<file path="src/rtl/prog_loader_if.sv">
// prog_loader_if: byte-stream, instruction-memory write and status bundle
// for the program loader.
//   rx_data/rx_valid/rx_ready : host byte stream (valid/ready handshake)
//   reload                    : request a new load from RUN or ERR
//   mem_we/mem_addr/mem_wdata : instruction-memory write port
//   cpu_rst/load_done/load_err: CPU reset and load status
//   words_loaded              : words written during the current load
// Modports: master = host/byte source side, slave = loader side.
interface prog_loader_if #(
    parameter int AW = 4
);
    logic [7:0]    rx_data;
    logic          rx_valid;
    logic          rx_ready;
    logic          reload;
    logic          mem_we;
    logic [AW-1:0] mem_addr;
    logic [31:0]   mem_wdata;
    logic          cpu_rst;
    logic          load_done;
    logic          load_err;
    logic [AW:0]   words_loaded;

    modport master (
        output rx_data, rx_valid, reload,
        input  rx_ready, mem_we, mem_addr, mem_wdata,
        input  cpu_rst, load_done, load_err, words_loaded
    );

    modport slave (
        input  rx_data, rx_valid, reload,
        output rx_ready, mem_we, mem_addr, mem_wdata,
        output cpu_rst, load_done, load_err, words_loaded
    );
endinterface

</file>
<file path="src/rtl/prog_loader.sv">
// prog_loader: fills the CPU instruction memory from a byte stream
// (header N, 4*N payload bytes MSB first, XOR checksum byte) and then
// releases the CPU from reset. The CPU stays in reset while loading and
// after any failed load until reload is requested.
// Ports:
//   clk     : system clock, rising edge
//   sys_rst : synchronous active-high reset
//   bus     : prog_loader_if slave modport (stream, memory write, status)
//
// state | meaning
// HDR   | waiting for the word-count header byte
// DATA  | assembling payload words, one memory write per 4 bytes
// CHK   | waiting for the checksum byte
// RUN   | load good, CPU released
// ERR   | bad header or checksum, CPU held in reset
module prog_loader #(
    parameter int DEPTH = 16,
    parameter int AW    = 4
) (
    input  logic          clk,
    input  logic          sys_rst,
    prog_loader_if.slave  bus
);
    localparam logic [7:0] DEPTH_B = 8'(DEPTH);

    typedef enum logic [2:0] {
        ST_HDR,
        ST_DATA,
        ST_CHK,
        ST_RUN,
        ST_ERR
    } state_t;

    state_t        state, state_n;
    logic [AW:0]   n_words, n_words_n;
    logic [1:0]    byte_idx, byte_idx_n;
    logic [AW-1:0] word_idx, word_idx_n;
    logic [7:0]    xor_acc, xor_acc_n;
    logic [31:0]   asm_word, asm_word_n;

    logic          rx_ready_r, rx_ready_n;
    logic          cpu_rst_r, cpu_rst_n;
    logic          load_done_r, load_done_n;
    logic          load_err_r, load_err_n;
    logic          mem_we_r, mem_we_n;
    logic [AW-1:0] mem_addr_r, mem_addr_n;
    logic [31:0]   mem_wdata_r, mem_wdata_n;
    logic [AW:0]   words_loaded_r, words_loaded_n;

    logic          xfer;
    logic [31:0]   asm_shift;
    logic [AW:0]   words_inc;

    // rx_ready_r always mirrors the registered state, so it is a safe
    // qualifier for the handshake.
    assign xfer      = bus.rx_valid && rx_ready_r;
    assign asm_shift = {asm_word[23:0], bus.rx_data};
    assign words_inc = words_loaded_r + 1'b1;

    always_comb begin
        state_n        = state;
        n_words_n      = n_words;
        byte_idx_n     = byte_idx;
        word_idx_n     = word_idx;
        xor_acc_n      = xor_acc;
        asm_word_n     = asm_word;
        mem_we_n       = 1'b0;
        mem_addr_n     = mem_addr_r;
        mem_wdata_n    = mem_wdata_r;
        words_loaded_n = words_loaded_r;

        case (state)
            ST_HDR: begin
                if (xfer) begin
                    xor_acc_n  = bus.rx_data;
                    n_words_n  = bus.rx_data[AW:0];
                    byte_idx_n = '0;
                    word_idx_n = '0;
                    asm_word_n = '0;
                    if (bus.rx_data != 8'd0 && bus.rx_data <= DEPTH_B)
                        state_n = ST_DATA;
                    else
                        state_n = ST_ERR;
                end
            end
            ST_DATA: begin
                if (xfer) begin
                    asm_word_n = asm_shift;
                    xor_acc_n  = xor_acc ^ bus.rx_data;
                    byte_idx_n = byte_idx + 2'd1;
                    if (byte_idx == 2'd3) begin
                        mem_we_n       = 1'b1;
                        mem_addr_n     = word_idx;
                        mem_wdata_n    = asm_shift;
                        word_idx_n     = word_idx + 1'b1;
                        words_loaded_n = words_inc;
                        if (words_inc == n_words)
                            state_n = ST_CHK;
                    end
                end
            end
            ST_CHK: begin
                if (xfer)
                    state_n = (bus.rx_data == xor_acc) ? ST_RUN : ST_ERR;
            end
            ST_RUN, ST_ERR: begin
                if (bus.reload) begin
                    state_n        = ST_HDR;
                    n_words_n      = '0;
                    byte_idx_n     = '0;
                    word_idx_n     = '0;
                    xor_acc_n      = '0;
                    asm_word_n     = '0;
                    words_loaded_n = '0;
                end
            end
            default: state_n = ST_HDR;
        endcase

        // Status outputs are registered copies of the next state.
        rx_ready_n  = (state_n == ST_HDR) || (state_n == ST_DATA) || (state_n == ST_CHK);
        cpu_rst_n   = (state_n != ST_RUN);
        load_done_n = (state_n == ST_RUN);
        load_err_n  = (state_n == ST_ERR);
    end

    always_ff @(posedge clk) begin
        if (sys_rst) begin
            state          <= ST_HDR;
            n_words        <= '0;
            byte_idx       <= '0;
            word_idx       <= '0;
            xor_acc        <= '0;
            asm_word       <= '0;
            rx_ready_r     <= 1'b1;
            cpu_rst_r      <= 1'b1;
            load_done_r    <= 1'b0;
            load_err_r     <= 1'b0;
            mem_we_r       <= 1'b0;
            mem_addr_r     <= '0;
            mem_wdata_r    <= '0;
            words_loaded_r <= '0;
        end else begin
            state          <= state_n;
            n_words        <= n_words_n;
            byte_idx       <= byte_idx_n;
            word_idx       <= word_idx_n;
            xor_acc        <= xor_acc_n;
            asm_word       <= asm_word_n;
            rx_ready_r     <= rx_ready_n;
            cpu_rst_r      <= cpu_rst_n;
            load_done_r    <= load_done_n;
            load_err_r     <= load_err_n;
            mem_we_r       <= mem_we_n;
            mem_addr_r     <= mem_addr_n;
            mem_wdata_r    <= mem_wdata_n;
            words_loaded_r <= words_loaded_n;
        end
    end

    assign bus.rx_ready     = rx_ready_r;
    assign bus.cpu_rst      = cpu_rst_r;
    assign bus.load_done    = load_done_r;
    assign bus.load_err     = load_err_r;
    assign bus.mem_we       = mem_we_r;
    assign bus.mem_addr     = mem_addr_r;
    assign bus.mem_wdata    = mem_wdata_r;
    assign bus.words_loaded = words_loaded_r;
endmodule

</file>
<file path="src/flat_wrapper.sv">
// flat-port wrapper written by rule: the top's interface ports become plain ports
module prog_loader_flat 
#(
    parameter int DEPTH = 16,
    parameter int AW    = 4
)
  (clk, sys_rst, bus_rx_data, bus_rx_valid, bus_reload, bus_rx_ready, bus_mem_we, bus_mem_addr, bus_mem_wdata, bus_cpu_rst, bus_load_done, bus_load_err, bus_words_loaded);
  prog_loader_if #(.AW(AW)) bus_i ();
  input  logic clk;
  input  logic sys_rst;
  input wire logic [$bits(bus_i.rx_data)-1:0] bus_rx_data;
  input wire logic [$bits(bus_i.rx_valid)-1:0] bus_rx_valid;
  input wire logic [$bits(bus_i.reload)-1:0] bus_reload;
  output wire logic [$bits(bus_i.rx_ready)-1:0] bus_rx_ready;
  output wire logic [$bits(bus_i.mem_we)-1:0] bus_mem_we;
  output wire logic [$bits(bus_i.mem_addr)-1:0] bus_mem_addr;
  output wire logic [$bits(bus_i.mem_wdata)-1:0] bus_mem_wdata;
  output wire logic [$bits(bus_i.cpu_rst)-1:0] bus_cpu_rst;
  output wire logic [$bits(bus_i.load_done)-1:0] bus_load_done;
  output wire logic [$bits(bus_i.load_err)-1:0] bus_load_err;
  output wire logic [$bits(bus_i.words_loaded)-1:0] bus_words_loaded;
  assign bus_i.rx_data = bus_rx_data;
  assign bus_i.rx_valid = bus_rx_valid;
  assign bus_i.reload = bus_reload;
  assign bus_rx_ready = bus_i.rx_ready;
  assign bus_mem_we = bus_i.mem_we;
  assign bus_mem_addr = bus_i.mem_addr;
  assign bus_mem_wdata = bus_i.mem_wdata;
  assign bus_cpu_rst = bus_i.cpu_rst;
  assign bus_load_done = bus_i.load_done;
  assign bus_load_err = bus_i.load_err;
  assign bus_words_loaded = bus_i.words_loaded;
  prog_loader #(.DEPTH(DEPTH), .AW(AW)) u_core (.clk(clk), .sys_rst(sys_rst), .bus(bus_i));
endmodule
</file>
<file path="config.mk">
export PLATFORM = sky130hd
export DESIGN_NAME = prog_loader_flat
export DESIGN_NICKNAME = d
export VERILOG_FILES = /design/src/rtl/prog_loader_if.sv /design/src/rtl/prog_loader.sv /design/src/flat_wrapper.sv
export SDC_FILE = /design/constraint.sdc
export NUM_CORES = 1
export LEC_CHECK = 0
export ABC_AREA = 1
export ABC_CLOCK_PERIOD_IN_PS = 1910
export CAP_MARGIN = 10
export CORE_MARGIN = 3
export CORE_UTILIZATION = 40
export CTS_BUF_LIST = sky130_fd_sc_hd__clkbuf_16
export CTS_CLUSTER_SIZE = 40
export DETAILED_ROUTE_END_ITERATION = 16
export HOLD_SLACK_MARGIN = 0.05
export PLACE_DENSITY_LB_ADDON = 0.12
export SLEW_MARGIN = 10
export SYNTH_ARGS = -nofsm -noshare
export SYNTH_HDL_FRONTEND = slang
export SYNTH_SLANG_ARGS = --single-unit
</file>
<file path="constraint.sdc">
create_clock -name clk -period 1.91 [get_ports clk]
set_clock_uncertainty 0.15 [all_clocks]
set_input_delay 0.382 -clock clk [delete_from_list [all_inputs] [get_ports clk]]
set_output_delay 0.382 -clock clk [all_outputs]
set_load 0.01 [all_outputs]
</file>
After elaboration in Yosys (flattened, before gate mapping)
Cells that the tools add are included.

$add $sub $neg: 3. Multiply operators: 0. Div/mod/pow operators: 0. Magnitude comparators: 1. Eq/ne operators: 16. Shift operators: 0. Mux-type cells: 33. Bitwise logic cells: 3. Reduce and logical (&&, ||, !) cells: 17.

Operators with widths (count): $mux 24 (3); $pmux 24 s3 (1); $mux 3 (8); $mux 8 (3); $pmux 8 s3 (1); $mux 5 (4); $pmux 5 s2 (2); $mux 4 (4); $eq 3x2->1 const B (4); $pmux 3 s4 (1); $pmux 4 s3 (1); $eq 8x8->1 (1); $le 8x5->1 const B (1); $reduce_and 4->1 (2); $reduce_bool 8->1 (1); $xor 8x8->8 (1); $eq 3x1->1 const B (2); $eq 3x3->1 const B (2); $logic_not 3->1 (2); $mux 2 (3); $ne 2x1->1 const B (3); $pmux 2 s3 (1); $reduce_and 3->1 (2); $add 5x1->5 const B (1); other kinds (15) (19).

Register bits after elaboration: 92. Bits in latches: 0. Memory bits (writable): 0. Memory bits (read-only): 0. Input bits: 12. Word-level logic and storage cells: 87. Memories: 0.

Longest topological paths before layout
Depth in word-level cells: 9. Depth in mapped cells: 12.

Worst setup path after synthesis
OpenSTA, ideal clock, no wires.

Path kind: register to register. From: reg u_core.state[0]. To: reg u_core.asm_word[4]. Arrival: 1.412 ns. Slack: 0.216 ns. Stages on the path, launching flop included: 12. Path buffers: 1. Cells stage by stage: dfxtp_1 nor2_1 nand2_1 nand2_2 inv_2 nand3_1 nand2_1 a21oi_4 inv_2 buf_2 nand2_1 a21oi_1.

Longest elaborated chain between the ends: 4. Elaborated cells between the ends (all ways): 11.

RTL lines: from (decl) (line prog_loader.sv:34) `state_t state, state_n;`; from (signal assigned) (line prog_loader.sv:144) `state <= state_n;`; $eq 3x2->1 / $eq 3x3->1 (equally long branches) (line prog_loader.sv:72) `case (state)`; $reduce_or 2->1 (line prog_loader.sv:72); $ne 2x2->1 (no source line) / $reduce_bool 3->1 (equally long branches); $reduce_and 4->1 (no source line); to (signal assigned) (line prog_loader.sv:149) `asm_word <= asm_word_n;`; to (decl) (line prog_loader.sv:39) `logic [31:0] asm_word, asm_word_n;`.

Several ways; a longest one is shown, not always the timed one. A chain may end at the register's enable or synchronous reset.

Worst setup path in the final report
From: reg u_core.words_loaded_r[3], in the netlist u_core.bus.words_loaded[3]. To: out bus_words_loaded[3].

RTL lines: from (decl) (line prog_loader.sv:48) `logic [AW:0] words_loaded_r, words_loaded_n;`; from (signal assigned) (line prog_loader.sv:157) `words_loaded_r <= words_loaded_n;`; to (decl) (line flat_wrapper.sv:21) `output wire logic [$bits(bus_i.words_loaded)-1:0] bus_words_loaded;`.

No word-level cell between the ends.

==> impl_metrics.toml <==
[setup_path]
cp_top_family = "buffers and inverters"
arrival_ns = 1.31
cp.buffers_inverters = 1
cp_num_cells = 1
rr_worst_depth = 10
r2r-end = "u_core.xor_acc[5]"
path_max_fanout = 6
worstSetupPathType = "flip-flop to primary output"
start_kind = "flip-flop"
slowest_delay_ns = 0.57
reg2reg_from = "u_core.state[0]"
endpoint = "bus_words_loaded[3]"
crit_path_cell_trace = "clkdlybuf4s50_1"
rrSetupSlack_ns = 0.12
required_ns = 1.38
end_kind = "primary output"
crit_path_start = "u_core.bus.words_loaded[3]"
slowest_stage = "clkdlybuf4s50_1"

[die]
initial_core_util = 0.421
io-pin-count = 58
die_y_um = 103
die_w_um = 103
die-area_um2 = 10600
row_count = 34
core_area_um2 = 8930

[layout]
final_util = 0.565
insertedDiodeCount = 0
area_delta_synth_final_pct = 34.3
layout-drive-gt1-share = 0.124
fillCellCount = 866
multiInputGateArea_um2 = 1690
layout.nets = 599
seq_area_um2 = 1850

[placement]
gp_congestion = 0.812
post-dp-hpwl_um = 6550
io_buffers = 57

[global_route]
grt_pass1_wl_um = 15500
overflow = 0
grt_usage = 0.183
first_global_vias = 3305
grt_max_degree = 37
antenna_found_initial = 0

[sta]
hold_viol_final = 0
post-route-period-util = 0.963
relSlewSlack = 0.704
fmax_mhz = 544
rsz0062_at_grt = "true"
min_period_ns = 1.84
setup_violations = 0
drv_slew = 0
tightest_slew_ns = 0.441

[yosys]
yosys.cell_types.count = 25
synth-seq-cells = 92
synth_fp_nets = 521
synth_area_um2 = 3760
avgSynthCellArea_um2 = 7.43
yosysWarnings = 0
synth_ff_type = "dfxtp_1"
synthCells = 506
yosys.area.top_type = "dfxtp_1"
synth_commonest_cells = "nand2_1 (107), dfxtp_1 (92), nand3_1 (70), nor2_1 (59), a21oi_1 (42)"
ys_seq_area_frac = 0.490
yosys-top-cells-area = "dfxtp_1 (49%), nand2_1 (11%), nand3_1 (9.3%), nor2_1 (5.9%), a21oi_1 (5.6%)"
synth.most_common_cell = "nand2_1"
synth_top_cell_area_share = 0.490
synth_edf_count = 0
ys_async_sr_fraction = 0

[clock_tree]
clk_latency_ns = 0.34
cts_tree = "done"
hold_buffers = 0
numCtsBuffers = 9
clk_pin_slew_ns = 0.07
htreeDepth = 3
cts.path.max_buffers = 2
cts_root_buf = "clkbuf_16"
cts.sinks = 92

[run_status]
outcome = "complete, no violations"

[route]
vias_per_cell = 5.08
dr.pass1.iters = 4
dr_total_vias = 3543
routed_wl_um = 9310
drt_iter0_markers = 194
ant_nets = 0
route.detailed.wl_per_inst_um = 13.4
drc_errors = 0

[pwr]
ir_worst_vdd_mv = 0.585
leakagePower_nw = 2.07
power_mw = 5.02
power.density_nw_per_um2 = 994

[min_path]
hp-class = "flip-flop to flip-flop"

[flow_run]
maxCapViolCount = 0
==> registers in the layout, summed over array words and instances (netlist names), 2 cells and up <==
name / flops
u_core.asm_word: 24
u_core.word_idx: 4
u_core.byte_idx: 2
u_core.bus.mem_addr: 4
u_core.xor_acc: 8
u_core.state: 3
u_core.n_words: 5
u_core.bus.mem_wdata: 32
u_core.bus.words_loaded: 5
==> cell families (layout without fill, tap and decap cells) <==
| logic type | count (synthesis) | count (layout) | synth area share |
|---|---|---|---|
| xor gates and xnor gates | 10 | 10 | 0.0233 |
| adders and majority gates | 3 | 3 | 0.00998 |
| AOI/OAI and AO/OA | 90 | 90 | 0.128 |
| buffers and inverters | 64 | 147 | 0.0692 |
| and+or+nand+nor | 247 | 247 | 0.280 |
| DFF | 92 | 92 | 0.490 |
==> power by group <==
group	internal [mW]	total [mW]	leakage [nW]	switching, mW
Combinational	0.481	1.14	1.18	0.655
Sequential	2.04	2.13	0.747	0.0937
Clock	0.926	1.75	0.147	0.827
Total	3.45	5.02	2.07	1.58
==> placed cells by master, fill, tap and decap left out, drive strengths merged <==
cell type	n
nand2	108
nand3	70
buf	36
xor2	2
o22ai	8
dfxtp	92
xnor2	8
a211oi	4
nand3b	2
dlymetal6s2s	1
ha	3
clkbuf	10
inv	41
nor2	60
nand4	5
o21ai	35
nor3	2
a21oi	43
clkinv	3
clkdlybuf4s50	56
==> metrics by stage <==
step	setup WS, ns	std cells	cell area, um^2	hold slack [ns]	TNS (ns)
floorplan	0.216	506	3760	0.290	0
global placement	-0.190	679	4670	0.303	-9.80
detailed placement	-0.212	679	4670	0.304	-11.63
CTS	0.0161	695	4970	0.316	0
global route	-0.0200	697	5050	0.331	-0.0857
finish	0.0715	697	5050	0.311	0
==> worst min-delay path by stage <==
stage | from | to | slack, ns | cells past startpoint
after CTS | u_core.asm_word[16] | u_core.asm_word[16] | 0.32 | 2
after detailed placement | u_core.asm_word[16] | u_core.asm_word[16] | 0.30 | 2
final | u_core.asm_word[19] | u_core.asm_word[19] | 0.31 | 2
after floorplan | u_core.asm_word[7] | u_core.bus.mem_wdata[15] | 0.29 | 2
after global placement | u_core.asm_word[21] | u_core.asm_word[21] | 0.30 | 2
after global routing | u_core.asm_word[18] | u_core.asm_word[18] | 0.33 | 2
==> final cells by class <==
type / count / area share
well taps: 108 / 0.0268
inverters: 37 / 0.0275
flip-flops and latches: 92 / 0.366
repair buffers: 94 / 0.187
clock inverters: 7 / 0.0146
clock buffers: 9 / 0.0446
multi-input cells: 350 / 0.334
==> routing by layer <==
layer | wire, um | vias up | part of all wire | global-route usage
met4 | 130 | 0 | 0.014 | 0.0667
met1 | 4540 | 1629 | 0.49 | 0.260
met5 | 0 | - | 0 | 0
met2 | 4240 | 78 | 0.46 | 0.283
met3 | 396 | 12 | 0.043 | 0.0250
li1 | - | 1824 | - | -
==> timing repair <==
item / in CTS / in global routing
pin swaps: 0 / 1
cloned: 0 / 1
setup buffers: 0 / 1
gates resized for setup: 1 / 18
setup endpoints to repair: 1 / 53
(Power assumes the default switching activity.)
